<file path="src/rtl/muldiv_sequencer.sv">
// muldiv_sequencer: request/launch/wait/commit sequencer for the shared mult/div unit
//   clk, reset (async active-low)
//   req/op/a_in/b_in   : request from control unit, sampled only in IDLE
//   abort              : synchronous cancel, returns to IDLE without any pulse
//   unit_done          : completion strobe from the unit, honoured only in WAIT
//   unit_start/op/a/b  : launch pulse and latched request to the unit
//   load_hilo/done/div_zero/timeout : one-cycle result pulses
//   busy, last_cycles  : status
module muldiv_sequencer #(
    parameter int TIMEOUT = 40
) (
    input  logic        clk,
    input  logic        reset,
    input  logic        req,
    input  logic        op,
    input  logic [31:0] a_in,
    input  logic [31:0] b_in,
    input  logic        abort,
    input  logic        unit_done,
    output logic        unit_start,
    output logic        unit_op,
    output logic [31:0] unit_a,
    output logic [31:0] unit_b,
    output logic        load_hilo,
    output logic        done,
    output logic        div_zero,
    output logic        timeout,
    output logic        busy,
    output logic [7:0]  last_cycles
);
    typedef enum logic [2:0] {IDLE, LAUNCH, WAIT, COMMIT, ZERO_EXC, FAULT} state_t;
    state_t      state_q, state_d;
    logic [7:0]  cnt_q, cnt_d, last_q, last_d;
    logic        op_q, op_d;
    logic [31:0] a_q, a_d, b_q, b_d;
    always_ff @(posedge clk or negedge reset) begin
        if (!reset) begin
            state_q <= IDLE;
            cnt_q   <= '0;
            last_q  <= '0;
            op_q    <= 1'b0;
            a_q     <= '0;
            b_q     <= '0;
        end else begin
            state_q <= state_d;
            cnt_q   <= cnt_d;
            last_q  <= last_d;
            op_q    <= op_d;
            a_q     <= a_d;
            b_q     <= b_d;
        end
    end
    always_comb begin
        state_d = state_q;
        cnt_d   = cnt_q;
        last_d  = last_q;
        op_d    = op_q;
        a_d     = a_q;
        b_d     = b_q;
        if (abort && state_q != IDLE) begin
            state_d = IDLE;
        end else begin
            case (state_q)
                IDLE: if (req) begin
                    op_d    = op;
                    a_d     = a_in;
                    b_d     = b_in;
                    state_d = (op && b_in == '0) ? ZERO_EXC : LAUNCH;
                end
                LAUNCH: begin
                    cnt_d   = '0;
                    state_d = WAIT;
                end
                WAIT: begin
                    if (unit_done) begin
                        state_d = COMMIT;
                        last_d  = cnt_q + 8'd1;
                    end else if (cnt_q == 8'(TIMEOUT - 1)) begin
                        state_d = FAULT;
                        last_d  = 8'(TIMEOUT);
                    end else begin
                        cnt_d = cnt_q + 8'd1;
                    end
                end
                default: state_d = IDLE;
            endcase
        end
    end
    assign unit_start  = state_q == LAUNCH;
    assign load_hilo   = state_q == COMMIT;
    assign div_zero    = state_q == ZERO_EXC;
    assign timeout     = state_q == FAULT;
    assign done        = state_q == COMMIT || state_q == ZERO_EXC || state_q == FAULT;
    assign busy        = state_q != IDLE;
    assign unit_op     = op_q;
    assign unit_a      = a_q;
    assign unit_b      = b_q;
    assign last_cycles = last_q;
endmodule
</file>
<file path="config.mk">
export PLATFORM = sky130hd
export DESIGN_NAME = muldiv_sequencer
export DESIGN_NICKNAME = d
export VERILOG_FILES = /design/src/rtl/muldiv_sequencer.sv
export SDC_FILE = /design/constraint.sdc
export NUM_CORES = 1
export LEC_CHECK = 0
export BUFFER_PORTS_ARGS = -buffer_cell sky130_fd_sc_hd__clkbuf_2
export CAP_MARGIN = 30
export CORE_MARGIN = 8
export CORE_UTILIZATION = 43
export DETAILED_ROUTE_END_ITERATION = 7
export PLACE_DENSITY = 0.76
export SYNTH_ARGS = -nofsm -noshare
export SYNTH_HDL_FRONTEND = slang
export SYNTH_SLANG_ARGS = --single-unit
export TNS_END_PERCENT = 30
</file>
<file path="constraint.sdc">
create_clock -name clk -period 1.65 [get_ports clk]
set_input_delay 0.165 -clock clk [delete_from_list [all_inputs] [get_ports clk]]
set_output_delay 0.165 -clock clk [all_outputs]
set_load 0.01 [all_outputs]
</file>
==> summary.md <==
| Metric | Value |
|---|---|
| Status | finished clean |
| Final Max Tran Viols | 0 |
| Number of fill cells in the layout | 707 |
| Vias in the first global route | 2986 |
| Max Cap Viol | 0 |
| RSZ-0062 raised after global routing | yes |
| Layout cells sized above 1 | 0.629 |
| Placed inst area | 4500 um2 |
| Cell Rows | 33 |
| Top delay family on crit path | compound AO/OA/AOI/OAI gates |
| Gpl congestion | 0.897 |
| Antenna violations before repair | 0 |
| Placeable Area | 8050 um2 |
| CP Capture Type | flop |
| Reg2Reg Setup Slack | 0.01 ns |
| Area grow syn2layout | 37.3% |
| Most frequent cells in the layout | clkbuf_2 (146), dfrtp_1 (81), mux2_2 (64) |
| Global-route wire length before repair | 14700 um |
| Top Ports | 149 |
| Syn avg cell area | 14.1 um2 |
| P_leak | 2.36 nW |
| Post-route cell area | 4820 um2 |
| Hold Fails Final Rpt | 0 |
| Global-route total usage across every layer | 0.162 |
| Port bufs | 148 |
| Setup Crit Path Kind | reg -> reg |
| Hold Path Class | in -> reg |
| Slowest-stage cell, CP | dfrtp_1 |
| Crit share post-route | 0.993 |
| Switch Pwr | 3.13 mW |
| Proportion of synthesized chip area in sequential cells | 0.599 |
| Initial DRC Count | 77 |
| TritonCTS clock tree | done |
| Setup violations, final | 0 |
| Antenna diode count | 0 |
| Internal | 5.79 mW |
| Post-Synthesis Cells | 249 |
| Largest net degree at the start of global routing | 43 |
| Die Area | 11300 um2 |
| Clock-pin slew on the worst setup and hold paths | 0.08 ns |
| Num CTS Buffers | 9 |
| Synth area leader | dfrtp_1 |
| Vias/cell | 5.13 |
| Power per Cell Area | 1850 nW/um2 |
| Max incr delay on CP | 0.41 ns |
| Worst Setup Start Kind | flop |
| TritonRoute pass-1 iters | 4 |
| Net Sw Frac | 0.351 |
| Clk sinks | 84 |
| DR vias | 2725 |
| Worst-case clock skew | 0.00909 ns |
| Crit path required time | 1.89 ns |
| Final HPWL DP | 7110 um |
| Initial Util | 0.436 |
| Max Clock Freq | 0.610 GHz |
| Die height | 106 um |
| Worst path arrival time | 1.88 ns |
| Post-route DRC | 0 |
| Worst slew pin tran | 0.388 ns |
| H-tree depth | 3 |
| Top area cells in the synthesized netlist | dfrtp_1 (60%), mux2_2 (21%), a21o_1 (1.5%) |
| Tmin final | 1.64 ns |
| Min-Delay Startpoint | a_in[9] |
| CP max FO | 6 |
| Post-synth EDFFs | 0 |
| Wire length per cell | 17.6 um |
| Cell variety after synth | 38 |
| Top FF cell, synth | dfrtp_1 |
| Worst path cell trace | ha_1, and3_1, a21o_4, a21o_1, a21o_1 |
| Die extent in x | 106 um |
| Setup TNS | 0 ns |
| Syn Nets | 320 |
| VDD IR-drop max | 851 uV |
| GRT Residual Overflow | 0 |
| Most common cell after layout, fill and taps aside | clkbuf_2 |
| Antenna viol nets, final | 0 |
| Most Frequent Cell on Critical Path | a21o_1 |
| Mapped Area | 3510 um2 |
| Synth Register Bits | 84 |
| Post-synth top area share | 0.599 |
| Routed wire length | 9370 um |
| Rel. slew slack | 0.738 |
| Proportion of power drawn by combinational gates | 0.443 |
| Critical Path Source | cnt_q[1]$_DFFE_PN0P_ |
| CTS root buf | clkbuf_8 |
| CP Buf/Inv Count | 0 |
| Reg power frac | 0.401 |
| Clock network power share | 0.157 |
| Final #Nets | 493 |
| Async S/R FF share, synth | 1.00 |
| Clk Latency, worst-skew pair | 0.35 ns |
| R2r startpoint | cnt_q[1]$_DFFE_PN0P_ |
| Clk buf depth | 2 |
| Synth warn | 0 |
-- metal layers --
layer / vias up / wire, um / track usage
li1: 1251 / - / -
met1: 1343 / 3630 / 0.180
met2: 110 / 4840 / 0.277
met3: 21 / 686 / 0.0575
met4: 0 / 218 / 0.0603
met5: - / 0 / 0
-- path summary, 6_finish.rpt --
kind | end | cells past startpoint
worst max-delay path | cnt_q[4]$_DFFE_PN0P_ | 5
worst min-delay path | unit_a[9]$_DFFE_PN0P_ | 2
worst max register to register | cnt_q[4]$_DFFE_PN0P_ | 5
worst min register to register | last_cycles[0]$_DFFE_PN0P_ | 1
max in group asynchronous | state_q[0]$_DFFE_PN0P_ | 3
min in group asynchronous | unit_b[21]$_DFFE_PN0P_ | 2
-- metrics by stage --
stage	hold WS, ns	power [mW]	setup WS [ns]	utilization	std cells
final	0.0435	8.92	0.0107	0.599	531
after global routing	0.0238	9.52	-0.0606	0.599	531
after CTS	0.0261	8.81	-0.0237	0.584	526
after detailed placement	0.118	7.36	-0.0254	0.559	510
after global placement	0.113	7.20	0.0404	0.559	510
after floorplan	-0.131	5.67	0.0207	-	249
-- Yosys cell counts, types with 2 or more instances --
master      n
nor2_1      3
and3_1      4
dfrtp_1    84
nor3b_1     4
buf_4       4
mux2i_1     2
o2bb2ai_1   6
nor4b_1     2
buf_2       5
clkbuf_1    2
xor2_1      2
a21oi_1     7
or3_1       2
nor4_1      8
mux2_2     65
xnor2_1     4
nand2_1     8
nor3_1      5
inv_1       4
nand3_1     3
o21ai_0     2
a21o_1      7
-- final cells by class --
| class | count | area [um2] | area share |
|---|---|---|---|
| Timing Repair Buffer | 174 | 1000 | 0.208 |
| Tap cell | 105 | 131 | 0.0272 |
| Multi-Input combinational cell | 149 | 1380 | 0.286 |
| Clock buffer | 11 | 131 | 0.0272 |
| Sequential cell | 84 | 2110 | 0.437 |
| Clock inverter | 4 | 51.3 | 0.0106 |
| Inverter | 4 | 18.8 | 0.00389 |
-- timing repair --
action,4_1_cts,5_1_grt
pin swaps,0,4
setup buffers,0,4
cloned,0,1
gates resized for setup,3,16
hold buffers,1,0
hold endpoints to repair,28,0
endpoints found under the setup margin,6,80
-- kinds of logic after synthesis --
group                    synth area share
flip-flops                          0.599
multiplexers                        0.214
AND/OR/NAND/NOR                    0.0745
AO/OA/AOI/OAI                      0.0688
buffers and inverters              0.0253
XOR/XNOR                           0.0150
adder cells (fa/ha/maj)           0.00356
-- power by group through the flow --
stage          combinational [mW]  sequential, mW  clock [mW]
2_1_floorplan                1.72            3.95           0
3_3_place_gp                 3.66            3.54           0
3_5_place_dp                 3.75            3.60           0
4_1_cts                      3.78            3.58        1.45
5_1_grt                      4.26            3.72        1.54
6_report                     3.95            3.57        1.40
-- flip-flops by register name, indices dropped and copies added, names as in the netlist --
signal / flops
unit_a: 32
unit_b: 32
cnt_q: 8
last_cycles: 8
state_q: 3
unit_op: 1
-- worst reg2reg max path, cell delays in order (launching register included) --
cell     delay, ns
dfrtp_1       0.41
ha_1          0.20
and3_1        0.24
a21o_4        0.25
a21o_1        0.24
a21o_1        0.19
(Power assumes the default switching activity.)
